`src/rtl/exception_handler_if.sv`:
```
// ---------------------------------------------------------------------------
// exception_handler_if
//   Bundles the exception-code path between the pipeline (master) and the
//   exception sequencer (slave).
//   master drives : exc_valid, exc_code, exc_pc, rf_wr_ready
//   slave drives  : flush, stall, rf_wren, rf_waddr, rf_wdata, pc_redirect,
//                   pc_target, epc, cause, busy, dropped, exc_count
// ---------------------------------------------------------------------------
interface exception_handler_if;
    logic        exc_valid;
    logic [31:0] exc_code;
    logic [31:0] exc_pc;
    logic        rf_wr_ready;

    logic        flush;
    logic        stall;
    logic        rf_wren;
    logic [4:0]  rf_waddr;
    logic [31:0] rf_wdata;
    logic        pc_redirect;
    logic [31:0] pc_target;
    logic [31:0] epc;
    logic [31:0] cause;
    logic        busy;
    logic        dropped;
    logic [7:0]  exc_count;

    modport master (
        output exc_valid, exc_code, exc_pc, rf_wr_ready,
        input  flush, stall, rf_wren, rf_waddr, rf_wdata, pc_redirect,
               pc_target, epc, cause, busy, dropped, exc_count
    );

    modport slave (
        input  exc_valid, exc_code, exc_pc, rf_wr_ready,
        output flush, stall, rf_wren, rf_waddr, rf_wdata, pc_redirect,
               pc_target, epc, cause, busy, dropped, exc_count
    );
endinterface

```
`src/rtl/exception_handler.sv`:
```
// ---------------------------------------------------------------------------
// exception_handler
//   Accepts a non-zero exception code with its faulting PC, then sequences
//   the pipeline response: flush for FLUSH_CYCLES cycles, write the code to
//   the status register through the regfile write handshake, and issue a
//   one-cycle fetch redirect to HANDLER_ADDR.
//   Ports:
//     clock  - system clock, rising edge
//     reset  - synchronous active-high reset
//     bus    - exception_handler_if.slave (inputs exc_*/rf_wr_ready,
//              outputs flush/stall/regfile write/redirect/status)
//   Every output is decoded from registered state only.
// ---------------------------------------------------------------------------
module exception_handler #(
    parameter int          STATUS_REG   = 30,
    parameter logic [31:0] HANDLER_ADDR = 32'h0000_0100,
    parameter int          FLUSH_CYCLES = 3
) (
    input  logic                clock,
    input  logic                reset,
    exception_handler_if.slave  bus
);

    typedef enum logic [1:0] {
        ST_IDLE  = 2'd0,
        ST_FLUSH = 2'd1,
        ST_WRITE = 2'd2,
        ST_REDIR = 2'd3
    } state_t;

    state_t      state_q,     state_d;
    logic [3:0]  flush_cnt_q, flush_cnt_d;
    logic [31:0] epc_q,       epc_d;
    logic [31:0] cause_q,     cause_d;
    logic [7:0]  exc_count_q, exc_count_d;
    logic        dropped_q,   dropped_d;

    logic        exc_present;

    // A zero code is never an exception, whatever exc_valid says.
    assign exc_present = bus.exc_valid && (bus.exc_code != 32'd0);

    always_ff @(posedge clock) begin
        if (reset) begin
            state_q     <= ST_IDLE;
            flush_cnt_q <= 4'd0;
            epc_q       <= 32'd0;
            cause_q     <= 32'd0;
            exc_count_q <= 8'd0;
            dropped_q   <= 1'b0;
        end else begin
            state_q     <= state_d;
            flush_cnt_q <= flush_cnt_d;
            epc_q       <= epc_d;
            cause_q     <= cause_d;
            exc_count_q <= exc_count_d;
            dropped_q   <= dropped_d;
        end
    end

    always_comb begin
        state_d     = state_q;
        flush_cnt_d = flush_cnt_q;
        epc_d       = epc_q;
        cause_d     = cause_q;
        exc_count_d = exc_count_q;
        dropped_d   = dropped_q;

        // Anything arriving while a sequence is in progress is lost, not
        // queued; the sticky flag lets software notice.
        if (state_q != ST_IDLE && exc_present) begin
            dropped_d = 1'b1;
        end

        case (state_q)
            ST_IDLE: begin
                if (exc_present) begin
                    cause_d     = bus.exc_code;
                    epc_d       = bus.exc_pc;
                    if (exc_count_q != 8'hFF) begin
                        exc_count_d = exc_count_q + 8'd1;
                    end
                    // Counter loaded with N-1 so FLUSH lasts N cycles.
                    flush_cnt_d = 4'(FLUSH_CYCLES - 1);
                    state_d     = ST_FLUSH;
                end
            end
            ST_FLUSH: begin
                if (flush_cnt_q == 4'd0) begin
                    state_d = ST_WRITE;
                end else begin
                    flush_cnt_d = flush_cnt_q - 4'd1;
                end
            end
            ST_WRITE: begin
                if (bus.rf_wr_ready) begin
                    state_d = ST_REDIR;
                end
            end
            ST_REDIR: begin
                state_d = ST_IDLE;
            end
            default: begin
                state_d = ST_IDLE;
            end
        endcase
    end

    // Output decode: pure functions of registered state.
    assign bus.busy        = (state_q != ST_IDLE);
    assign bus.stall       = (state_q != ST_IDLE);
    assign bus.flush       = (state_q == ST_FLUSH);
    assign bus.rf_wren     = (state_q == ST_WRITE);
    assign bus.rf_waddr    = (state_q == ST_WRITE) ? 5'(STATUS_REG) : 5'd0;
    assign bus.rf_wdata    = (state_q == ST_WRITE) ? cause_q : 32'd0;
    assign bus.pc_redirect = (state_q == ST_REDIR);
    assign bus.pc_target   = (state_q == ST_REDIR) ? HANDLER_ADDR : 32'd0;
    assign bus.epc         = epc_q;
    assign bus.cause       = cause_q;
    assign bus.dropped     = dropped_q;
    assign bus.exc_count   = exc_count_q;

endmodule

```
`src/flat_wrapper.sv`:
```
// flat-port wrapper written by rule: the top's interface ports become plain ports
module exception_handler_flat 
#(
    parameter int          STATUS_REG   = 30,
    parameter logic [31:0] HANDLER_ADDR = 32'h0000_0100,
    parameter int          FLUSH_CYCLES = 3
)
  (clock, reset, bus_exc_valid, bus_exc_code, bus_exc_pc, bus_rf_wr_ready, bus_flush, bus_stall, bus_rf_wren, bus_rf_waddr, bus_rf_wdata, bus_pc_redirect, bus_pc_target, bus_epc, bus_cause, bus_busy, bus_dropped, bus_exc_count);
  exception_handler_if bus_i ();
  input  logic clock;
  input  logic reset;
  input wire logic [$bits(bus_i.exc_valid)-1:0] bus_exc_valid;
  input wire logic [$bits(bus_i.exc_code)-1:0] bus_exc_code;
  input wire logic [$bits(bus_i.exc_pc)-1:0] bus_exc_pc;
  input wire logic [$bits(bus_i.rf_wr_ready)-1:0] bus_rf_wr_ready;
  output wire logic [$bits(bus_i.flush)-1:0] bus_flush;
  output wire logic [$bits(bus_i.stall)-1:0] bus_stall;
  output wire logic [$bits(bus_i.rf_wren)-1:0] bus_rf_wren;
  output wire logic [$bits(bus_i.rf_waddr)-1:0] bus_rf_waddr;
  output wire logic [$bits(bus_i.rf_wdata)-1:0] bus_rf_wdata;
  output wire logic [$bits(bus_i.pc_redirect)-1:0] bus_pc_redirect;
  output wire logic [$bits(bus_i.pc_target)-1:0] bus_pc_target;
  output wire logic [$bits(bus_i.epc)-1:0] bus_epc;
  output wire logic [$bits(bus_i.cause)-1:0] bus_cause;
  output wire logic [$bits(bus_i.busy)-1:0] bus_busy;
  output wire logic [$bits(bus_i.dropped)-1:0] bus_dropped;
  output wire logic [$bits(bus_i.exc_count)-1:0] bus_exc_count;
  assign bus_i.exc_valid = bus_exc_valid;
  assign bus_i.exc_code = bus_exc_code;
  assign bus_i.exc_pc = bus_exc_pc;
  assign bus_i.rf_wr_ready = bus_rf_wr_ready;
  assign bus_flush = bus_i.flush;
  assign bus_stall = bus_i.stall;
  assign bus_rf_wren = bus_i.rf_wren;
  assign bus_rf_waddr = bus_i.rf_waddr;
  assign bus_rf_wdata = bus_i.rf_wdata;
  assign bus_pc_redirect = bus_i.pc_redirect;
  assign bus_pc_target = bus_i.pc_target;
  assign bus_epc = bus_i.epc;
  assign bus_cause = bus_i.cause;
  assign bus_busy = bus_i.busy;
  assign bus_dropped = bus_i.dropped;
  assign bus_exc_count = bus_i.exc_count;
  exception_handler #(.STATUS_REG(STATUS_REG), .HANDLER_ADDR(HANDLER_ADDR), .FLUSH_CYCLES(FLUSH_CYCLES)) u_core (.clock(clock), .reset(reset), .bus(bus_i));
endmodule
```
`config.mk`:
```
export PLATFORM = sky130hd
export DESIGN_NAME = exception_handler_flat
export DESIGN_NICKNAME = d
export VERILOG_FILES = /design/src/rtl/exception_handler_if.sv /design/src/rtl/exception_handler.sv /design/src/flat_wrapper.sv
export SDC_FILE = /design/constraint.sdc
export NUM_CORES = 1
export LEC_CHECK = 0
export ABC_AREA = 1
export ABC_CLOCK_PERIOD_IN_PS = 1720
export CAP_MARGIN = 10
export CORE_UTILIZATION = 30
export DETAILED_ROUTE_END_ITERATION = 12
export GPL_TIMING_DRIVEN = 0
export PLACE_DENSITY_LB_ADDON = 0.2
export SKIP_LAST_GASP = 1
export SYNTH_ARGS = -nofsm -noshare
export SYNTH_HDL_FRONTEND = slang
export SYNTH_SLANG_ARGS = --single-unit
```
`constraint.sdc`:
```
create_clock -name clock -period 1.72 [get_ports clock]
set_input_delay 0.43 -clock clock [delete_from_list [all_inputs] [get_ports clock]]
set_output_delay 0.43 -clock clock [all_outputs]
set_load 0.02 [all_outputs]
```
==> metrics, run 1 <==
outcome finished, violations left; failing checks negative setup slack; CTS H-tree depth 3; distinct cell type count after synthesis 25; post-synthesis mux area share 0; FMAX 0.526 GHz; Combinational Power Share 0.522; gr ovfl total 0; Routed WL per cell approximately 14 um; CTS Buf Count 9; WHS Endpoint u_core.bus.cause[15]; Max-cap violations 0; crit path time final 1.90 ns; r2r setup slk approximately 0.12 ns; Crit Path Max Fanout 5; Chip Width 115 um; RSZ-0062 raised after global routing yes; crit path DAT around 1.5 ns; area grow syn2layout 87.1%; # rows 40; Post-synth EDFFs 0; clock latency on the worst-skew pair approximately 0.34 ns; final number of max-transition violations 0; DP Worst Slack -0.830 ns; final cycle utilization of the critical path 1.11; share of flip-flops with an asynchronous set or reset 0; hold slack around 0.35 ns; PD cells 1350 nW/um^2; CP Cell Sequence inv_4 -> ha_4 -> clkbuf_16 -> clkbuf_16 -> nand2_4 -> inv_2 -> buf_6; sw frac 0.394; largest family of logic cells by synthesized area simple AND/OR/NAND/NOR gates; syn avg cell area approximately 7.1 um^2; Mapped Cells between 500 and 600; hold_buf cts 0; layout cells sized above 1 0.357; CP max stage delay about 0.36 ns; Syn Std Cell Area 3820 um^2; post-route ant nets 0; Synth Warn # 0; Post-layout nets around 880; Hold Path Class input port to flip-flop; Synth Area in Compound Gates 0.117; register bit total from synthesis a little under 80; port buffer count between 150 and 200; Worst Tran Pin Value 0.527 ns; WL final approximately 14 mm; total track usage 0.201; P_leak a little under 4 nW; Seq/Total Area, Yosys 0.414; hold wc startpoint bus_exc_code[15]; Adder-Cell Fraction of Synth Area 0.0229; Ant. Diodes 0; largest net degree at the start of global routing 15; Slew HR 0.649; post-synthesis xor/xnor area fraction 0.0137; post-route setup slack -0.182 ns; Main synth FF type dfxtp_1; fin area 7150 um^2; vias in the first global route roughly 4k; Synth Area in Simple Gates 0.267; # setup viols final 38; io pins between 200 and 250; CTS Root Cell clkbuf_16; Avg Vias per Cell about 4.5; Clock Pin Slew Worst Setup and Hold Paths 0.06 ns; Crit path top cell by count clkbuf_16; GP Congestion 0.760; Final HPWL DP ~9 mm; sequential fraction of design power 0.259; switching power 3.80 mW; Num Clock Sinks around 80; internal power 5.84 mW; initial core utilization 0.313; router iterations before antenna repair 4; die area about 13,000 um^2; Startpoint Class flip-flop; residual DRC count 0; Hold Violations, Final 0; worst path required time approximately 1.3 ns; CP Capture Type output pin; maximum vdd ir drop between 0.7 and 0.8 mV; first-pass GRT wire length ~20 mm; Detailed Route Iter0 Violations between 150 and 200; Vias ~4.4k; delay-heaviest family, CP buffers and inverters; clock skew roughly 0.0094 ns; Reg2Reg Depth 7; clock power share 0.220; die outline height about 110 um; dpl cell area 5980 um^2; initial antenna violation count 0; Worst path slowest cell dfxtp_2; Setup Crit Path Kind flip-flop to output pin; post-layout util 0.586; CTS tree built; Hold Path Depth 3; CORE AREA 12,200 um^2; reg-to-reg endpoint u_core.flush_cnt_q[1]; reg2reg start u_core.state_q[0]; worst path bufs/invs 5; maximum root-to-sink buffer count 2
==> power by group through the flow <==
stage	clock network (mW)	logic (mW)	registers, mW
floorplan	0	1.95	2.78
global placement	0	3.75	2.44
detailed placement	0	3.81	2.46
CTS	2.14	4.82	2.47
global route	2.24	5.41	2.53
finish	2.12	5.03	2.49
==> layout by cell type, fill, tap and decap left out, types with 3 or more instances in the layout <==
master	synthesis	layout
nand2_1	127	90
nand3_1	81	80
dfxtp_1	79	77
a21oi_1	78	73
dlygate4sd2_1	0	58
buf_4	38	55
buf_6	6	53
clkbuf_2	0	35
clkdlybuf4s50_1	0	35
inv_2	1	33
conb_1	1	32
nand2_4	1	28
nor2_1	28	21
clkbuf_16	0	15
dlymetal6s2s_1	0	15
inv_1	45	10
buf_2	1	10
nand2_2	0	9
clkbuf_1	19	8
nor2_2	0	5
buf_8	0	5
a21oi_2	0	5
clkinv_4	0	4
xor2_1	4	4
clkbuf_8	0	4
ha_1	7	4
ha_4	0	3
buf_16	0	3
==> cells by family (layout without fill, tap and decap cells) <==
| group | count (synthesis) | in the layout |
|---|---|---|
| AOI/OAI and AO/OA | 86 | 86 |
| xor gates and xnor gates | 6 | 6 |
| DFF | 79 | 79 |
| and+or+nand+nor | 240 | 241 |
| other | 1 | 32 |
| buffers and inverters | 117 | 354 |
| adders and majority gates | 7 | 7 |
==> Yosys cell counts (2+ instances only) <==
cell type / n / share of area
a21oi_1: 78 / 0.10
buf_1: 7 / 0.0069
buf_4: 38 / 0.075
buf_6: 6 / 0.018
clkbuf_1: 19 / 0.019
dfxtp_1: 79 / 0.41
ha_1: 7 / 0.023
inv_1: 45 / 0.044
nand2_1: 127 / 0.12
nand3_1: 81 / 0.11
nand4_1: 2 / 0.0033
nor2_1: 28 / 0.027
o21a_1: 2 / 0.0039
o21ai_0: 2 / 0.0026
xnor2_1: 2 / 0.0046
xor2_1: 4 / 0.0092
==> metal layers <==
layer,routed length (um),GRT usage,vias to the layer above,share of wire
li1,-,-,2194,-
met1,5520,0.241,1987,0.41
met5,0,0,-,0
met4,109,0.0476,0,0.0081
met3,1160,0.0622,10,0.086
met2,6740,0.351,173,0.50
==> state kept, by name, indices dropped and copies added, names as in the netlist <==
signal                cells
u_core.flush_cnt_q        4
u_core.bus.exc_count      8
u_core.state_q            2
u_core.bus.epc           32
u_core.bus.cause         32
u_core.bus.dropped        1
==> final cells by class <==
class | count | area, um^2
clock inverter | 6 | 93.8
buffer | 69 | 601
fill | 1145 | 5060
inverter | 46 | 188
timing repair inverter | 1 | 6.26
timing repair buffer | 222 | 2120
clock buffer | 10 | 239
sequential | 79 | 1590
multi-input combinational | 372 | 2100
tap | 168 | 210
==> metrics by stage <==
step                instances  total power [mW]  setup TNS [ns]
finish                    973              9.65           -5.02
CTS                       964              9.43           -6.63
global route              973              10.2           -6.78
detailed placement        917              6.27          -80.72
global placement          917              6.19          -76.98
floorplan                 567              4.73          -0.269
==> worst register-to-register path: cells and delay by family (launching register included) <==
family                     cells  cell delay (ns)
adders and majority gates      1             0.18
buffers and inverters          2             0.26
DFF                            1             0.34
AOI/OAI and AO/OA              2             0.45
and+or+nand+nor                2             0.22
==> worst max path at each step <==
stage / from / to / slack, ns / depth (start not counted)
detailed placement: u_core.state_q[0] / bus_rf_wdata[23] / -0.83 / 7
CTS: u_core.state_q[0] / bus_rf_wdata[23] / -0.24 / 7
global route: u_core.state_q[0] / bus_rf_wdata[25] / -0.22 / 7
floorplan: u_core.state_q[0] / bus_rf_wdata[0] / -0.009 / 6
finish: u_core.state_q[0] / bus_rf_wdata[25] / -0.18 / 7
global placement: u_core.state_q[0] / bus_rf_wdata[7] / -0.78 / 7
==> timing repair <==
action                                  CTS  global route
setup buffers                            19            12
gates resized for setup                 483           126
endpoints found under the setup margin  179           131
gates cloned                             12             0
pin swaps                                51            42
Power figures use the tool's default switching activity.
==> run 2, diff against run 1 <==
ABC_CLOCK_PERIOD_IN_PS = not set   (was 1720)
==> results of run 2 <==
Same layout as run 1: the final DEF is identical, and so are final timing and power.
